$ cat src/rtl/h2v_list_pkg.sv
// h2v_list_pkg: shared state encoding, list handshake roles and width helpers for list consumers
package h2v_list_pkg;
  typedef enum logic [1:0] {IDLE, REQ, GAP, FINISH} list_state_t;
  localparam logic LIST_ELEM = 1'b0;
  localparam logic LIST_EOL = 1'b1;
  localparam logic LIST_REQ_ON = 1'b1;
  localparam logic LIST_ACK_ON = 1'b1;
  function automatic logic [63:0] most_neg(input int w);
    return 64'd1 << (w - 1);
  endfunction
endpackage

$ cat src/rtl/list_fold_acc.sv
// list_fold_acc: signed sum, saturating count and running maximum of list elements
module list_fold_acc import h2v_list_pkg::*; #(
  parameter int DATA_WIDTH = 8,
  parameter int SUM_WIDTH = 16,
  parameter int CNT_WIDTH = 8
) (
  input  logic                  CLOCK_50,
  input  logic                  RESET_N,
  input  logic                  clear,
  input  logic                  accumulate,
  input  logic [DATA_WIDTH-1:0] value,
  output logic [SUM_WIDTH-1:0]  sum,
  output logic [CNT_WIDTH-1:0]  count,
  output logic [DATA_WIDTH-1:0] max
);
  localparam logic [DATA_WIDTH-1:0] MAX_INIT = DATA_WIDTH'(most_neg(DATA_WIDTH));
  always_ff @(posedge CLOCK_50 or negedge RESET_N)
    if (!RESET_N) begin
      sum <= '0;
      count <= '0;
      max <= MAX_INIT;
    end else if (clear) begin
      sum <= '0;
      count <= '0;
      max <= MAX_INIT;
    end else if (accumulate) begin
      sum <= sum + SUM_WIDTH'($signed(value));
      count <= &count ? count : count + 1'b1;
      max <= $signed(value) > $signed(max) ? value : max;
    end
endmodule

$ cat src/rtl/list_fold_sink.sv
// list_fold_sink: pulls a list from a producer over req/ack/eol and folds it into sum, count and max
module list_fold_sink import h2v_list_pkg::*; #(
  parameter int DATA_WIDTH = 8,
  parameter int SUM_WIDTH = 16,
  parameter int CNT_WIDTH = 8,
  parameter int REQ_GAP = 0,
  parameter int TIMEOUT = 1024
) (
  input  logic                  CLOCK_50,
  input  logic                  RESET_N,
  input  logic                  start,
  output logic                  busy,
  output logic                  fn_ready,
  output logic                  list_req,
  input  logic                  list_ack,
  input  logic                  list_eol,
  input  logic [DATA_WIDTH-1:0] list_value,
  output logic [SUM_WIDTH-1:0]  result_sum,
  output logic [CNT_WIDTH-1:0]  result_count,
  output logic [DATA_WIDTH-1:0] result_max,
  output logic                  result_valid,
  output logic                  done,
  output logic                  timeout_err
);
  localparam int GW = $clog2(REQ_GAP + 2);
  localparam int TW = $clog2(TIMEOUT + 2);
  list_state_t state, nxt;
  logic [GW-1:0] gap_cnt;
  logic [TW-1:0] wait_cnt;
  logic aborted;
  logic gap_done;
  logic tmo_hit;
  logic accumulate;
  logic [SUM_WIDTH-1:0] acc_sum;
  logic [CNT_WIDTH-1:0] acc_count;
  logic [DATA_WIDTH-1:0] acc_max;
  assign fn_ready = state == REQ || state == GAP;
  assign list_req = state == REQ ? LIST_REQ_ON : ~LIST_REQ_ON;
  assign gap_done = gap_cnt == GW'(REQ_GAP);
  assign tmo_hit = TIMEOUT != 0 && wait_cnt == TW'(TIMEOUT - 1);
  assign accumulate = state == REQ && list_ack == LIST_ACK_ON && list_eol == LIST_ELEM;
  list_fold_acc #(
    .DATA_WIDTH(DATA_WIDTH),
    .SUM_WIDTH(SUM_WIDTH),
    .CNT_WIDTH(CNT_WIDTH)
  ) u_acc (
    .CLOCK_50(CLOCK_50),
    .RESET_N(RESET_N),
    .clear(state == IDLE),
    .accumulate(accumulate),
    .value(list_value),
    .sum(acc_sum),
    .count(acc_count),
    .max(acc_max)
  );
  always_comb begin
    nxt = state;
    unique case (state)
      IDLE: nxt = start ? REQ : IDLE;
      REQ: nxt = list_ack == LIST_ACK_ON ? (list_eol == LIST_EOL ? FINISH : GAP) : tmo_hit ? FINISH : REQ;
      GAP: nxt = gap_done ? REQ : GAP;
      default: nxt = IDLE;
    endcase
  end
  always_ff @(posedge CLOCK_50 or negedge RESET_N)
    if (!RESET_N) begin
      state <= IDLE;
      gap_cnt <= '0;
      wait_cnt <= '0;
      aborted <= 1'b0;
      busy <= 1'b0;
      done <= 1'b0;
      result_valid <= 1'b0;
      timeout_err <= 1'b0;
      result_sum <= '0;
      result_count <= '0;
      result_max <= '0;
    end else begin
      state <= nxt;
      gap_cnt <= state == GAP ? gap_cnt + 1'b1 : '0;
      wait_cnt <= state == REQ ? wait_cnt + 1'b1 : '0;
      aborted <= state == IDLE ? 1'b0 : (state == REQ && !list_ack && tmo_hit) ? 1'b1 : aborted;
      busy <= state == IDLE ? start : state == FINISH ? 1'b0 : busy;
      done <= state == FINISH;
      result_valid <= (state == IDLE && start) ? 1'b0 : state == FINISH ? !aborted : result_valid;
      timeout_err <= (state == IDLE && start) ? 1'b0 : state == FINISH ? aborted : timeout_err;
      result_sum <= state == FINISH ? acc_sum : result_sum;
      result_count <= state == FINISH ? acc_count : result_count;
      result_max <= state == FINISH ? acc_max : result_max;
    end
endmodule

$ cat config.mk
export PLATFORM = sky130hd
export DESIGN_NAME = list_fold_sink
export DESIGN_NICKNAME = d
export VERILOG_FILES = /design/src/rtl/h2v_list_pkg.sv /design/src/rtl/list_fold_acc.sv /design/src/rtl/list_fold_sink.sv
export SDC_FILE = /design/constraint.sdc
export NUM_CORES = 1
export LEC_CHECK = 0
export ABC_AREA = 1
export ABC_CLOCK_PERIOD_IN_PS = 5450
export BUFFER_PORTS_ARGS = -buffer_cell sky130_fd_sc_hd__buf_2
export CAP_MARGIN = 20
export CORE_MARGIN = 5
export CORE_UTILIZATION = 63
export DETAILED_ROUTE_END_ITERATION = 7
export PLACE_DENSITY = 0.95
export SKIP_CTS_REPAIR_TIMING = 1
export SLEW_MARGIN = 15
export SYNTH_ARGS = -nofsm -noshare
export SYNTH_HDL_FRONTEND = slang
export SYNTH_SLANG_ARGS = --single-unit
$ cat constraint.sdc
create_clock -name CLOCK_50 -period 5.45 [get_ports CLOCK_50]
set_input_delay 0.545 -clock CLOCK_50 [delete_from_list [all_inputs] [get_ports CLOCK_50]]
set_output_delay 0.545 -clock CLOCK_50 [all_outputs]
set_load 0.01 [all_outputs]
==> results by group, run 1 <==
Power and ir drop
  – Cell Pwr Density: 491 nW/um^2
  – Net Sw Frac: 0.394
  – Max IR drop VDD: 218 uV
  – Combinational power share: 0.381
  – Clock power frac: 0.259
  – Internal power: 1.52 mW
  – Reg power frac: 0.359
  – Switch Pwr: 0.990 mW
  – P_leak: 2.86 nW

Die
  – Row Count: 30
  – Initial Util: 0.654
  – Die Y: 94.2 um
  – I/O pins: 51
  – Area of the core: 6830 um^2
  – Die X: 94.2 um
  – Die ar.: 8880 um^2

Timing
  – Fin. Hold Viols: 0
  – WHS: 117 ps
  – Worst-Margin Slew: 692 ps
  – Slew HR: 0.538
  – Fin crit share: 0.401
  – Final Skew: 14.6 ps
  – Crit path time final: 2190 ps
  – Total negative slack: 0 ps
  – Max Clk Rate: 458 MHz
  – Finish-stage setup viols: 0
  – Max Slew Vio Count: 0
  – RSZ-0062 raised after global routing: no

Critical path
  – Reg2reg start: state[0]$_DFF_PN0_
  – Critical path launch point type: register
  – Maximum fanout along the worst path: 16
  – Critical path arrival: 2470 ps
  – Crit Path Class: register to register
  – Critical Path Start: state[0]$_DFF_PN0_
  – Critical Path Sink Type: register
  – R2R Setup Slk: 3260 ps
  – Worst Path Required: 5730 ps

Synthesis
  – Syn Nets: 605
  – Total number of yosys warnings: 0
  – Area leader, netlist: dfrtp_1
  – Cells after synthesis: 562
  – Post-Syn Area: 4470 um^2
  – Yosys reg bits: 83
  – Post-synth cell types: 37
  – Synth area leaders: dfrtp_1 (46%), nand2_1 (17%), ha_1 (8.1%)
  – Syn_area_per_cell: 7.95 um^2
  – Post-synthesis sequential area ratio: 0.465
  – Synth top area share: 0.459

Drt
  – DR vias: 4059
  – First DRT Iteration DRCs: 265
  – # DRC: 0
  – Drt pass-1 iters: 5
  – Via density per instance: 5.67
  – Routed Antenna Nets: 0
  – Per-cell routed wire length: 14.9 um
  – Routed WL: 10700 um

CTS
  – CTS Sinks: 83
  – Number of buffers created by CTS: 9
  – Root Driver: clkbuf_8
  – H-tree depth: 3
  – Clk_lat worst skew: 370 ps
  – Clock buffer depth: 2
  – Worst-path clk slew: 90 ps
  – TritonCTS clock tree: built

Cells and area
  – Final Instance Area: 5120 um^2
  – Most frequent cells in the layout: nand2_1 (199), dfrtp_1 (82), inv_1 (60)
  – Synth-to-Final Area Change: 14.6%
  – Fillers: 466
  – Nets: 658
  – ANT cells: 0
  – Share of post-route cells with drive strength above 1: 0.145
  – Layout Cells excl Fill: 716
  – Util after Layout: 0.750
  – Most common cell after layout, fill and taps aside: nand2_1

Placement
  – PortBufs: 50
  – DP HPWL: 7200 um
  – RD Place Congestion: 0.932
  – Placed Instance Area: 4810 um^2
  – Post-Place Cells: 699

Worst hold path
  – Min-Delay Path Class: input pin to async pin

Global route
  – Total GRT Usage: 0.257
  – Global-route wire length before repair: 17800 um
  – Vias in the first global route: 4029
  – Initial antenna violation count: 0
  – Total grt overflow: 0
  – Largest net degree at the start of global routing: 84

Outcome
  – Status: completed

Flow run
  – Max-cap check violation count: 0
[power groups by stage]
stage | sequential [mW] | combinational [mW] | clock [mW]
floorplan | 0.940 | 0.605 | 0
global placement | 0.902 | 0.882 | 0
detailed placement | 0.910 | 0.931 | 0
CTS | 0.901 | 0.953 | 0.652
global route | 0.923 | 1.08 | 0.685
finish | 0.904 | 0.959 | 0.652
[through the flow]
step	setup WS, ps	power [mW]
2_1_floorplan	3520	1.55
3_3_place_gp	3320	1.78
3_5_place_dp	3250	1.84
4_1_cts	3290	2.51
5_1_grt	3120	2.69
6_report	3260	2.51
[per-layer routing]
layer  up-vias  share of wire  wire (um)  global-route usage
met4         0          0.040        422               0.143
li1       1909              -          -                   -
met3        43          0.066        708              0.0657
met5         -              0          0                   0
met2       179           0.50       5280               0.444
met1      1928           0.40       4250               0.285
[final timing paths]
path	end	cells after the start
worst max-delay path	u_acc.count[2]$_DFFE_PN0P_	8
worst min-delay path	result_max[5]$_DFFE_PN0P_	1
worst max register to register	u_acc.count[2]$_DFFE_PN0P_	8
worst min register to register	gap_cnt$_DFF_PN0_	1
max in group asynchronous	result_sum[13]$_DFFE_PN0P_	2
min in group CLOCK_50	gap_cnt$_DFF_PN0_	1
[worst max-delay path: stages (launching register included)]
cell and delay, ps:
dfrtp_1 410, inv_1 100, ha_1 560, inv_2 300
nand2_2 200, o21ai_4 100, inv_2 150, a21oi_1 80
nor3_1 190
[cell usage after synthesis (all sizes together)]
| master | number |
|---|---|
| nor3 | 9 |
| xor2 | 4 |
| nand3 | 31 |
| or2 | 1 |
| a21oi | 34 |
| dfstp | 1 |
| nor4 | 2 |
| ha | 29 |
| buf | 2 |
| xnor2 | 1 |
| o21a | 1 |
| nand4 | 5 |
| o22ai | 2 |
| nand3b | 5 |
| inv | 64 |
| o31ai | 2 |
| clkinv | 1 |
| nor2 | 37 |
| nand2 | 201 |
| dfrtp | 82 |
| a22o | 1 |
| o21ai | 35 |
| fa | 1 |
| and3 | 3 |
| clkbuf | 8 |
[cell type report]
type | count | area (um^2) | share of cell area
multi-input cells | 404 | 2100 | 0.410
inverters | 65 | 245 | 0.0479
well taps | 96 | 120 | 0.0234
flip-flops and latches | 83 | 2080 | 0.406
clock buffers | 10 | 138 | 0.0269
repair buffers | 52 | 280 | 0.0547
clock inverters | 6 | 159 | 0.0310
[registers in the layout (all words and copies together) (netlist names), 2 cells and up]
name          cells
wait_cnt         11
u_acc.count       8
result_max        8
state             2
u_acc.sum        16
result_sum       16
result_count      8
u_acc.max         8
[logic make-up after synthesis]
family                   share of synthesized area
AO/OA/AOI/OAI                               0.0913
flip-flops                                   0.465
AND/OR/NAND/NOR                              0.284
adder cells (fa/ha/maj)                     0.0857
XOR/XNOR                                   0.00980
buffers and inverters                       0.0644
(Power assumes the default switching activity.)
==> inputs of run 2 (changes only) <==
ABC_CLOCK_PERIOD_IN_PS = 2100   (was 5450)
CORE_UTILIZATION = 59   (was 63)
PLACE_DENSITY = 0.9   (was 0.95)
clock period = 2.1 ns   (was 5.45 ns; I/O delays follow)
==> run 2 against run 1 <==
Compared with the run above: clock skew is 4.5 ps lower; worst hold slack better by 56 ps; routed wire length down 4.3%; critical path depth grew 3; combinational power rose to 2.6 times the previous value; largest power group unchanged.
==> results by group, run 2 (synthesis gave the netlist of run 1 again) <==
Worst hold path
  – Hold path cells: 4
  – Min-Delay Path Class: input pin to register (was input pin to async pin)
  – Hold EP: aborted$_DFFE_PN0P_
  – Hold Crit Start: list_ack

Critical path
  – Critical path arrival: 2220 ps (was 2470 ps)
  – Critical path's slowest cell: dfstp_2 (was ha_1)
  – R2R Setup Slk: 130 ps (was 3260 ps)
  – Most frequent cell on the critical path: nand2_1 (was inv_2)
  – Critical path launch point type: register (unchanged)
  – Critical R2R Capture: u_acc.max[3]$_DFFE_PN0P_ (was u_acc.count[2]$_DFFE_PN0P_)
  – R2R cell count: 11 (was 8)
  – CP cell instances: inv_1 -> ha_1 -> nand2_1 -> nor2_1 -> nand2_1 -> nand2_1 -> nand2_1 -> nand3_4 -> nand2_2 -> nand2_1 -> nand2_1 (was inv_1 -> ha_1 -> inv_2 -> nand2_2 -> o21ai_4 -> inv_2 -> a21oi_1 -> nor3_1)
  – Crit Path Class: register to register (unchanged)
  – Slowest stage delay, CP: 540 ps (was 560 ps)
  – Critical Path Sink Type: register (unchanged)
  – Reg2reg start: u_acc.max[7]$_DFFE_PN1P_ (was state[0]$_DFF_PN0_)
  – Maximum fanout along the worst path: 9 (was 16)
  – Worst Path Required: 2350 ps (was 5730 ps)

CTS
  – TritonCTS clock tree: built (unchanged)
  – Number of buffers created by CTS: 9 (unchanged)
  – Clock buffer depth: 2 (unchanged)
  – Worst-path clk slew: 80 ps (was 90 ps)
  – H-tree depth: 3 (unchanged)
  – Clk_lat worst skew: 360 ps (was 370 ps)
  – Root Driver: clkbuf_8 (unchanged)
  – CTS Sinks: 83 (unchanged)

Power and ir drop
  – Cell Pwr Density: 1190 nW/um^2 (was 491 nW/um^2)
  – P_leak: 2.84 nW (was 2.86 nW)
  – Max IR drop VDD: 636 uV (was 218 uV)

Die
  – Row Count: 31 (was 30)
  – Die X: 97.0 um (was 94.2 um)
  – Area of the core: 7330 um^2 (was 6830 um^2)
  – Die Y: 97.0 um (was 94.2 um)
  – Initial Util: 0.609 (was 0.654)
  – Die ar.: 9410 um^2 (was 8880 um^2)
  – I/O pins: 51 (unchanged)

Drt
  – DR vias: 3887 (was 4059)
  – # DRC: 0 (unchanged)
  – Routed WL: 10200 um (was 10700 um)
  – First DRT Iteration DRCs: 171 (was 265)
  – Per-cell routed wire length: 14.1 um (was 14.9 um)
  – Routed Antenna Nets: 0 (unchanged)
  – Via density per instance: 5.36 (was 5.67)
  – Drt pass-1 iters: 4 (was 5)

Cells and area
  – Synth-to-Final Area Change: 13.9% (was 14.6%)
  – Nets: 664 (was 658)
  – Share of post-route cells with drive strength above 1: 0.150 (was 0.145)
  – Most common cell after layout, fill and taps aside: nand2_1 (unchanged)
  – Multi-input gate area: 2100 um^2 (about the same)
  – Fillers: 611 (was 466)
  – Register area: 2080 um^2 (unchanged)
  – Most frequent cells in the layout: nand2_1 (198), dfrtp_1 (82), inv_1 (60) (was nand2_1 (199), dfrtp_1 (82), inv_1 (60))
  – ANT cells: 0 (unchanged)
  – Top flop regs: result_sum (16), u_acc.sum (16), wait_cnt (11) (unchanged)

Placement
  – PortBufs: 50 (unchanged)
  – DP HPWL: 7530 um (was 7200 um)
  – RD Place Congestion: 0.963 (was 0.932)

Outcome
  – Status: completed (unchanged)

Timing
  – Finish-stage setup viols: 0 (unchanged)
  – Final Skew: 10.1 ps (was 14.6 ps)
  – WHS: 173 ps (was 117 ps)
  – Fin crit share: 0.936 (was 0.401)
  – RSZ-0062 raised after global routing: no (unchanged)
  – Crit path time final: 1970 ps (was 2190 ps)
  – Total negative slack: 0 ps (unchanged)
  – Slew HR: 0.666 (was 0.538)
  – Worst-Margin Slew: 500 ps (was 692 ps)
  – Max Slew Vio Count: 0 (unchanged)
  – Fin. Hold Viols: 0 (unchanged)
  – Max Clk Rate: 509 MHz (was 458 MHz)

Global route
  – Total grt overflow: 0 (unchanged)
  – Initial antenna violation count: 0 (unchanged)
  – Global-route wire length before repair: 17600 um (was 17800 um)
  – Vias in the first global route: 3985 (was 4029)
  – Largest net degree at the start of global routing: 36 (was 84)
  – Total GRT Usage: 0.225 (was 0.257)

Flow run
  – Max-cap check violation count: 0 (unchanged)
## run 2: per-layer routing
metal  share of wire  vias up  GRT usage
met2            0.51       96      0.390
li1                -     1924          -
met1            0.42     1849      0.272
met5               0        -          0
met3           0.053       18     0.0511
met4           0.019        0     0.0842
## run 2: final cells by class
class | count | area share
clock inverter | 5 | 0.0152
clock buffer | 11 | 0.0258
multi-input combinational | 404 | 0.414
sequential | 83 | 0.408
tap | 99 | 0.0243
inverter | 65 | 0.0482
timing repair buffer | 58 | 0.0644
## run 2: worst max-delay path, delay by kind of cell (launching register included)
kind,cells,cell delay (ps)
adder cells (fa/ha/maj),1,310
flip-flops,1,540
AND/OR/NAND/NOR,9,980
buffers and inverters,1,50
## run 2: how the worst max path moves through the flow
stage	startpoint	to	slack, ps	cells after the start
5_1_grt	u_acc.sum[0]$_DFFE_PN0P_	u_acc.sum[10]$_DFFE_PN0P_	4	12
3_3_place_gp	u_acc.sum[0]$_DFFE_PN0P_	u_acc.sum[10]$_DFFE_PN0P_	260	12
2_1_floorplan	u_acc.sum[0]$_DFFE_PN0P_	u_acc.sum[10]$_DFFE_PN0P_	360	12
4_1_cts	u_acc.max[7]$_DFFE_PN1P_	u_acc.max[3]$_DFFE_PN0P_	140	11
3_5_place_dp	u_acc.max[7]$_DFFE_PN1P_	u_acc.max[3]$_DFFE_PN0P_	150	11
6_report	u_acc.max[7]$_DFFE_PN1P_	u_acc.max[3]$_DFFE_PN0P_	130	11
## run 2: metrics by stage
stage / area (um^2) / util / cells / power (mW) / setup WS [ps]
3_3_place_gp: 4870 / 0.664 / 708 / 4.70 / 261
2_1_floorplan: 4470 / - / 562 / 4.01 / 362
4_1_cts: 5080 / 0.692 / 724 / 6.09 / 141
5_1_grt: 5090 / 0.694 / 725 / 6.55 / 4.06
3_5_place_dp: 4870 / 0.664 / 708 / 4.84 / 155
6_report: 5090 / 0.694 / 725 / 6.07 / 135
## run 2: report_power, final
group          switching (mW)  internal (mW)  total, mW  leakage, nW
Sequential              0.280           2.05       2.34         1.12
Combinational            1.62          0.866       2.49         1.62
Clock                   0.584          0.667       1.25        0.103
==> inputs of run 3 (changes only) <==
CORE_UTILIZATION = 30   (was 59)
CTS_BUF_LIST = sky130_fd_sc_hd__clkbuf_4 sky130_fd_sc_hd__clkbuf_8   (was default)
CTS_CLUSTER_DIAMETER = 150   (was default)
PLACE_DENSITY = 0.57   (was 0.9)
==> run 3 against run 2 <==
Compared with the run above: final cell count increased by 12%; clock skew about the same; clock power about the same; critical path type unchanged; die area rose by 85%; first-iteration DRC count increased by 23%.
==> results by group, run 3 (synthesis gave the netlist of run 1 again) <==
Die
  – Die X: 132 um (was 97.0 um)
  – Die Y: 132 um (was 97.0 um)
  – Die ar.: 17400 um^2 (was 9410 um^2)
  – Initial Util: 0.306 (was 0.609)
  – I/O pins: 51 (unchanged)
  – Row Count: 44 (was 31)
  – Area of the core: 14600 um^2 (was 7330 um^2)

Drt
  – First DRT Iteration DRCs: 211 (was 171)
  – Per-cell routed wire length: 13.0 um (was 14.1 um)
  – # DRC: 0 (unchanged)
  – Routed Antenna Nets: 0 (unchanged)
  – Via density per instance: 4.61 (was 5.36)
  – Drt pass-1 iters: 4 (unchanged)
  – Routed WL: 10500 um (was 10200 um)
  – DR vias: 3733 (was 3887)

CTS
  – TritonCTS clock tree: built (unchanged)
  – Number of buffers created by CTS: 9 (unchanged)
  – Root Driver: clkbuf_8 (unchanged)
  – Worst-path clk slew: 90 ps (was 80 ps)
  – H-tree depth: 3 (unchanged)
  – Clk_lat worst skew: 380 ps (was 360 ps)
  – CTS Sinks: 83 (unchanged)
  – Clock buffer depth: 2 (unchanged)

Critical path
  – Critical Path Sink Type: register (unchanged)
  – Critical path launch point type: register (unchanged)
  – Crit Path Class: register to register (unchanged)
  – CP cell instances: inv_1 -> ha_1 -> nand2_1 -> inv_1 -> nand2_1 -> nand2_1 -> nor2_1 -> nand3_1 -> nand3_4 -> nand2_2 -> nand2_1 -> nand2_1 (was inv_1 -> ha_1 -> nand2_1 -> nor2_1 -> nand2_1 -> nand2_1 -> nand2_1 -> nand3_4 -> nand2_2 -> nand2_1 -> nand2_1)
  – Critical path arrival: 2150 ps (was 2220 ps)
  – Crit path max-delay family: simple AND/OR/NAND/NOR gates (unchanged)
  – Worst Path Required: 2360 ps (was 2350 ps)
  – Slowest stage delay, CP: 530 ps (was 540 ps)
  – Critical path's slowest cell: dfstp_2 (unchanged)
  – Maximum fanout along the worst path: 9 (unchanged)
  – Buffer and inverter count on the worst path: 2 (was 1)
  – Most frequent cell on the critical path: nand2_1 (unchanged)

Global route
  – Initial antenna violation count: 0 (unchanged)
  – Global-route wire length before repair: 18000 um (was 17600 um)
  – Vias in the first global route: 3699 (was 3985)
  – Total GRT Usage: 0.126 (was 0.225)
  – Largest net degree at the start of global routing: 84 (was 36)
  – Total grt overflow: 0 (unchanged)

Power and ir drop
  – Reg power frac: 0.382 (was 0.385)
  – Cell Pwr Density: 1170 nW/um^2 (was 1190 nW/um^2)
  – Net Sw Frac: 0.410 (was 0.409)
  – Combinational power share: 0.409 (about the same)
  – Max IR drop VDD: 331 uV (was 636 uV)
  – Clock power frac: 0.209 (was 0.206)
  – Switch Pwr: 2.50 mW (was 2.48 mW)
  – Internal power: 3.61 mW (was 3.59 mW)
  – P_leak: 2.86 nW (was 2.84 nW)

Timing
  – Worst-Margin Slew: 552 ps (was 500 ps)
  – Final Skew: 10.5 ps (was 10.1 ps)
  – Total negative slack: 0 ps (unchanged)
  – Max Clk Rate: 530 MHz (was 509 MHz)
  – Finish-stage setup viols: 0 (unchanged)
  – Slew HR: 0.631 (was 0.666)
  – Crit path time final: 1890 ps (was 1970 ps)
  – Fin. Hold Viols: 0 (unchanged)
  – Max Slew Vio Count: 0 (unchanged)
  – RSZ-0062 raised after global routing: no (unchanged)
  – Fin crit share: 0.898 (was 0.936)
  – Setup ws final: 215 ps (was 135 ps)

Cells and area
  – Top flop regs: result_sum (16), u_acc.sum (16), wait_cnt (11) (unchanged)
  – ANT cells: 0 (unchanged)
  – Synth-to-Final Area Change: 16.8% (was 13.9%)
  – Nets: 664 (unchanged)
  – Most common cell after layout, fill and taps aside: nand2_1 (unchanged)
  – Most frequent cells in the layout: nand2_1 (197), dfrtp_1 (82), inv_1 (60) (was nand2_1 (198), dfrtp_1 (82), inv_1 (60))
  – Share of post-route cells with drive strength above 1: 0.155 (was 0.150)
  – Fillers: 1534 (was 611)

Placement
  – DP HPWL: 7760 um (was 7530 um)
  – PortBufs: 50 (unchanged)
  – Setup WS pre-CTS: 207 ps (was 155 ps)
  – RD Place Congestion: 0.835 (was 0.963)

Outcome
  – Status: completed (unchanged)

Worst hold path
  – Min-Delay Path Class: input pin to register (unchanged)

Flow run
  – Max-cap check violation count: 0 (unchanged)
[run 3: power by group through the flow]
stage                     registers, mW  logic, mW  clock network, mW
final                              2.33       2.50               1.28
after global routing               2.41       2.87               1.39
after CTS                          2.35       2.55               1.33
after detailed placement           2.37       2.53                  0
after global placement             2.36       2.49                  0
after floorplan                    2.44       1.57                  0
[run 3: per-stage QoR]
| stage | cells | hold slack [ps] | instance area, um^2 | power (mW) | utilization |
|---|---|---|---|---|---|
| finish | 810 | 133 | 5220 | 6.11 | 0.358 |
| CTS | 809 | -144 | 5200 | 6.22 | 0.357 |
| detailed placement | 793 | 283 | 4990 | 4.90 | 0.342 |
| global route | 810 | 153 | 5220 | 6.67 | 0.358 |
| global placement | 793 | 279 | 4990 | 4.85 | 0.342 |
| floorplan | 562 | -85.6 | 4470 | 4.01 | - |
[run 3: cell type report]
class | instances | area, um^2 | area share
Clock buffer | 9 | 124 | 0.0237
Sequential cell | 83 | 2080 | 0.398
Inverter | 65 | 245 | 0.0470
Timing Repair Buffer | 58 | 340 | 0.0652
Clock inverter | 7 | 92.6 | 0.0177
Multi-Input combinational cell | 404 | 2110 | 0.404
Tap cell | 184 | 230 | 0.0441
[run 3: final timing paths]
check	start	to	slack (ps)	depth (start not counted)
setup / recovery	u_acc.max[7]$_DFFE_PN1P_	u_acc.max[2]$_DFFE_PN0P_	210	12
hold / removal	list_ack	aborted$_DFFE_PN0P_	130	4
setup reg to reg	u_acc.max[7]$_DFFE_PN1P_	u_acc.max[2]$_DFFE_PN0P_	210	12
hold reg to reg	gap_cnt$_DFF_PN0_	gap_cnt$_DFF_PN0_	450	1
max in group asynchronous	RESET_N	u_acc.max[7]$_DFFE_PN1P_	1310	3
min in group asynchronous	RESET_N	wait_cnt[5]$_DFF_PN0_	380	3
[run 3: metal layers]
layer | up-vias | track usage | part of all wire
li1 | 1924 | - | -
met3 | 14 | 0.0252 | 0.027
met5 | - | 0 | 0
met2 | 45 | 0.204 | 0.48
met4 | 0 | 0.0549 | 0.022
met1 | 1750 | 0.163 | 0.47
[run 3: worst register-to-register path, stage by stage, from the launching register on]
cell	delay, ps
dfstp_2	530
inv_1	60
ha_1	300
nand2_1	100
inv_1	40
nand2_1	50
nand2_1	40
nor2_1	90
nand3_1	130
nand3_4	160
nand2_2	140
nand2_1	90
nand2_1	50
